`src/rtl/pcie_lane_enable_seq.sv`:
```
// pcie_lane_enable_seq: staged power-up/power-down of the four PCIe lane-group
// enables, with a bounded wait for link training and a latched fault state.
module pcie_lane_enable_seq #(
    parameter int unsigned STAGE_DELAY  = 256,
    parameter int unsigned LINK_TIMEOUT = 65535,
    parameter int unsigned CNT_W        = 16
) (
    input  logic CLK,
    input  logic RST_N,
    input  logic start,
    input  logic stop,
    input  logic link_up,
    output logic en0,
    output logic en1,
    output logic en2,
    output logic en3,
    output logic busy,
    output logic ready,
    output logic error
);

    typedef enum logic [2:0] {
        S_IDLE,
        S_RAMP_UP,
        S_WAIT_LINK,
        S_ACTIVE,
        S_RAMP_DOWN,
        S_FAULT
    } state_t;

    localparam logic [CNT_W-1:0] STAGE_LAST = CNT_W'(STAGE_DELAY - 1);
    localparam logic [CNT_W-1:0] LINK_LAST  = CNT_W'(LINK_TIMEOUT - 1);

    state_t           state_q;
    logic [CNT_W-1:0] cnt_q;
    logic [3:0]       en_q;
    logic             busy_q;
    logic             ready_q;
    logic             error_q;

    // Enables form a thermometer code, so the next step up or down is a shift.
    logic [3:0]       en_up_d;
    logic [3:0]       en_dn_d;
    logic [CNT_W-1:0] cnt_inc_d;
    logic             stage_done;
    logic             link_expired;
    logic             can_stop;

    assign en_up_d      = {en_q[2:0], 1'b1};
    assign en_dn_d      = {1'b0, en_q[3:1]};
    assign cnt_inc_d    = cnt_q + CNT_W'(1);
    assign stage_done   = (cnt_q == STAGE_LAST);
    assign link_expired = (cnt_q == LINK_LAST);
    assign can_stop     = (state_q == S_RAMP_UP) ||
                          (state_q == S_WAIT_LINK) ||
                          (state_q == S_ACTIVE);

    // Sequencer FSM; stop outranks link status, which outranks stage stepping.
    always_ff @(posedge CLK or negedge RST_N) begin
        if (!RST_N) begin
            state_q <= S_IDLE;
            cnt_q   <= '0;
            en_q    <= '0;
            busy_q  <= 1'b0;
            ready_q <= 1'b0;
            error_q <= 1'b0;
        end else if (stop && can_stop) begin
            // Drop the top group now; with only en0 left we are already done.
            en_q    <= en_dn_d;
            cnt_q   <= '0;
            ready_q <= 1'b0;
            if (en_q[1]) begin
                state_q <= S_RAMP_DOWN;
                busy_q  <= 1'b1;
            end else begin
                state_q <= S_IDLE;
                busy_q  <= 1'b0;
            end
        end else begin
            unique case (state_q)
                S_IDLE: begin
                    if (start && !stop) begin
                        state_q <= S_RAMP_UP;
                        en_q    <= 4'b0001;
                        cnt_q   <= '0;
                        busy_q  <= 1'b1;
                    end
                end
                S_RAMP_UP: begin
                    if (stage_done) begin
                        en_q  <= en_up_d;
                        cnt_q <= '0;
                        if (en_q[2]) begin
                            state_q <= S_WAIT_LINK;
                        end
                    end else begin
                        cnt_q <= cnt_inc_d;
                    end
                end
                S_WAIT_LINK: begin
                    if (link_up) begin
                        state_q <= S_ACTIVE;
                        cnt_q   <= '0;
                        busy_q  <= 1'b0;
                        ready_q <= 1'b1;
                    end else if (link_expired) begin
                        state_q <= S_FAULT;
                        cnt_q   <= '0;
                        en_q    <= '0;
                        busy_q  <= 1'b0;
                        error_q <= 1'b1;
                    end else begin
                        cnt_q <= cnt_inc_d;
                    end
                end
                S_ACTIVE: begin
                    if (!link_up) begin
                        state_q <= S_FAULT;
                        en_q    <= '0;
                        ready_q <= 1'b0;
                        error_q <= 1'b1;
                    end
                end
                S_RAMP_DOWN: begin
                    if (stage_done) begin
                        en_q  <= en_dn_d;
                        cnt_q <= '0;
                        if (!en_q[1]) begin
                            state_q <= S_IDLE;
                            busy_q  <= 1'b0;
                        end
                    end else begin
                        cnt_q <= cnt_inc_d;
                    end
                end
                S_FAULT: begin
                    if (stop) begin
                        state_q <= S_IDLE;
                        error_q <= 1'b0;
                    end
                end
                default: begin
                    state_q <= S_IDLE;
                    cnt_q   <= '0;
                    en_q    <= '0;
                    busy_q  <= 1'b0;
                    ready_q <= 1'b0;
                    error_q <= 1'b0;
                end
            endcase
        end
    end

    assign en0   = en_q[0];
    assign en1   = en_q[1];
    assign en2   = en_q[2];
    assign en3   = en_q[3];
    assign busy  = busy_q;
    assign ready = ready_q;
    assign error = error_q;

endmodule

```
`config.mk`:
```
export PLATFORM = sky130hd
export DESIGN_NAME = pcie_lane_enable_seq
export DESIGN_NICKNAME = d
export VERILOG_FILES = /design/src/rtl/pcie_lane_enable_seq.sv
export SDC_FILE = /design/constraint.sdc
export NUM_CORES = 1
export LEC_CHECK = 0
export CAP_MARGIN = 20
export CORE_ASPECT_RATIO = 0.8
export CORE_MARGIN = 4
export CORE_UTILIZATION = 40
export DETAILED_ROUTE_END_ITERATION = 7
export PLACE_DENSITY = 0.65
export SYNTH_ARGS = -nofsm -noshare
export SYNTH_HDL_FRONTEND = slang
export SYNTH_SLANG_ARGS = --single-unit
```
`constraint.sdc`:
```
create_clock -name CLK -period 5.7 [get_ports CLK]
set_input_delay 1.14 -clock CLK [delete_from_list [all_inputs] [get_ports CLK]]
set_output_delay 1.14 -clock CLK [all_outputs]
set_load 0.005 [all_outputs]
```
==> impl_metrics.ini <==
[status]
status = finished, final reports clean

[clock_tree]
cts_buffers = 3
numClockSinks = 26
htreeDepth = 1
clk_pin_slew_ns = 0.09
cts_root_buf = clkbuf_8
cts_resized = 0
holdBufCountCts = 0
cts_tree = yes
clockBufferDepth = 2
post_cts_buffers = 0
clkLatencyLatePin_ns = 0.27

[critical_path]
worst_ep_arrival_time_ns = 3.38
critPathKind = in -> reg
worstPathRequired_ns = 5.86
cp_max_fo = 17
cp-end-kind = flip-flop
startpoint_type = input pin

[timing]
worstMarginPinSlew_ns = 0.581
slew_headroom = 0.613
skew_ns = 0.00225
period_share = 0.564
rsz0062_at_grt = no
tns_ns = 0
min_period_ns = 3.21
setup_violations = 0
hold_viol = 0
maxSlewViolCount = 0
max_freq_ghz = 0.311

[power_and_ir_drop]
power.total_mw = 0.659
cellLeakagePower_nw = 0.793
power.density_nw_per_um2 = 342
ir_drop_mv = 0.136

[die]
die_area_um2 = 5450
initial_core_util = 0.414
die_y_um = 66.8
die_w_um = 81.5
ioPinCount = 12
fp.coreArea_um2 = 4180
row_count = 21

[logic_synthesis]
yosysWarnings = 0
ys_async_sr_fraction = 1.00
synth-edff-count = 0
ys.flop_type = dfrtp_1
synth_area_um2 = 1730
synth_seq_cells = 26
synth.net_count = 214
yosysSeqAreaShare = 0.376
synth.distinct_cells = 50
avgSynthCellArea_um2 = 8.36
synth_cells = 207

[drt]
viasPerCell = 5.41
drt-wirelength-per-cell_um = 14.0
drtIter0Drc = 141
ant_nets = 0
firstDrtPassIters = 5
vias = 1455
drc = 0
wl_um = 3760

[flow_run]
max-cap-violations = 0

[final_layout]
final_common_cell = dfrtp_1
nNetsFinal = 220
final_cells = 269
area_growth_pct = 11.4
final_cell_mix = 26 x dfrtp_1, 25 x nand2_1, 14 x nor2_1
drive_gt1_frac = 0.0755
final_area_um2 = 1930
diodes = 0

[placed_design]
globalplace.congestion = 0.821
placed_cell_area_um2 = 1870
dp_hpwl_um = 2680
place_inst = 265
io_buffers = 11

[min_path]
hold_class = reg -> reg

[global_route]
grt_pass1_vias = 1283
grt_max_degree = 27
antenna_found_initial = 0
grt-ovfl-total = 0
grt_pass1_wl_um = 6550
grt_usage = 0.156
## critical path: stages
cell	delay [ns]
clkdlybuf4s50_1	0.70
nand2b_1	0.20
nor3_1	0.07
and3b_1	0.38
or4b_4	0.59
mux2_4	0.30
## logic make-up after synthesis
family	Yosys count	share of synthesized area
AND/OR/NAND/NOR	103	0.333
AO/OA/AOI/OAI	46	0.164
XOR/XNOR	4	0.0202
adder cells (fa/ha/maj)	2	0.0145
buffers and inverters	19	0.0463
flip-flops	26	0.376
multiplexers	7	0.0463
## final timing paths
kind / endpoint / from / depth (start not counted) / slack [ns]
max in group asynchronous: en_q[0]$_DFFE_PN0P_ / RST_N / 2 / 4.22
worst min-delay path: busy$_DFFE_PN0P_ / busy$_DFFE_PN0P_ / 1 / 0.54
worst min register to register: busy$_DFFE_PN0P_ / busy$_DFFE_PN0P_ / 1 / 0.54
worst max-delay path: busy$_DFFE_PN0P_ / stop / 6 / 2.49
worst max register to register: busy$_DFFE_PN0P_ / cnt_q[8]$_DFFE_PN0P_ / 5 / 3.09
min in group asynchronous: ready$_DFFE_PN0P_ / RST_N / 2 / 1.23
## per-stage QoR
stage	utilization	setup WS (ns)	hold WS (ns)
detailed placement	0.448	2.21	0.520
finish	0.462	2.49	0.539
global route	0.462	2.31	0.574
global placement	0.448	2.24	0.530
CTS	0.462	2.51	0.541
floorplan	-	2.97	0.506
## area by class of cell
cell class / instances / area [um^2]
tap: 57 / 71.3
clock buffer: 4 / 55.1
multi-input combinational: 162 / 1000
sequential: 26 / 651
inverter: 7 / 26.3
timing repair buffer: 13 / 125
fill: 406 / 2250
## synth_stat cells (3+ instances only)
| cell type | count | area share |
|---|---|---|
| nor2b_1 | 8 | 0.029 |
| o21ai_0 | 13 | 0.038 |
| and2_1 | 4 | 0.014 |
| nand2b_1 | 5 | 0.018 |
| nand3_1 | 8 | 0.023 |
| xor2_1 | 3 | 0.015 |
| dfrtp_1 | 26 | 0.38 |
| clkbuf_1 | 9 | 0.020 |
| nand4_1 | 6 | 0.022 |
| nor3b_1 | 4 | 0.017 |
| nor4_1 | 3 | 0.011 |
| inv_1 | 7 | 0.015 |
| mux2_2 | 4 | 0.026 |
| nand4b_1 | 3 | 0.015 |
| a21oi_1 | 11 | 0.032 |
| nor3_1 | 8 | 0.023 |
| o22ai_1 | 9 | 0.033 |
| nand2_1 | 25 | 0.054 |
| nor2_1 | 14 | 0.030 |
## power by group
group	total (mW)	internal (mW)	leakage (nW)	switching [mW]
sequential	0.270	0.215	0.348	0.0545
combinational	0.268	0.134	0.416	0.135
clock	0.121	0.0618	0.0288	0.0587
total	0.659	0.411	0.793	0.248
## layer usage
metal	global-route usage	vias up	share of wire
met1	0.246	664	0.53
met3	0.0338	4	0.047
met2	0.205	25	0.41
li1	-	762	-
met4	0.0443	0	0.011
met5	0	-	0
## flip-flops by register name, indices dropped and copies added, names as in the netlist
signal / flops
busy: 1
ready: 1
en_q: 4
state_q: 3
error: 1
cnt_q: 16
No activity file was read; power rests on OpenSTA's default activity.
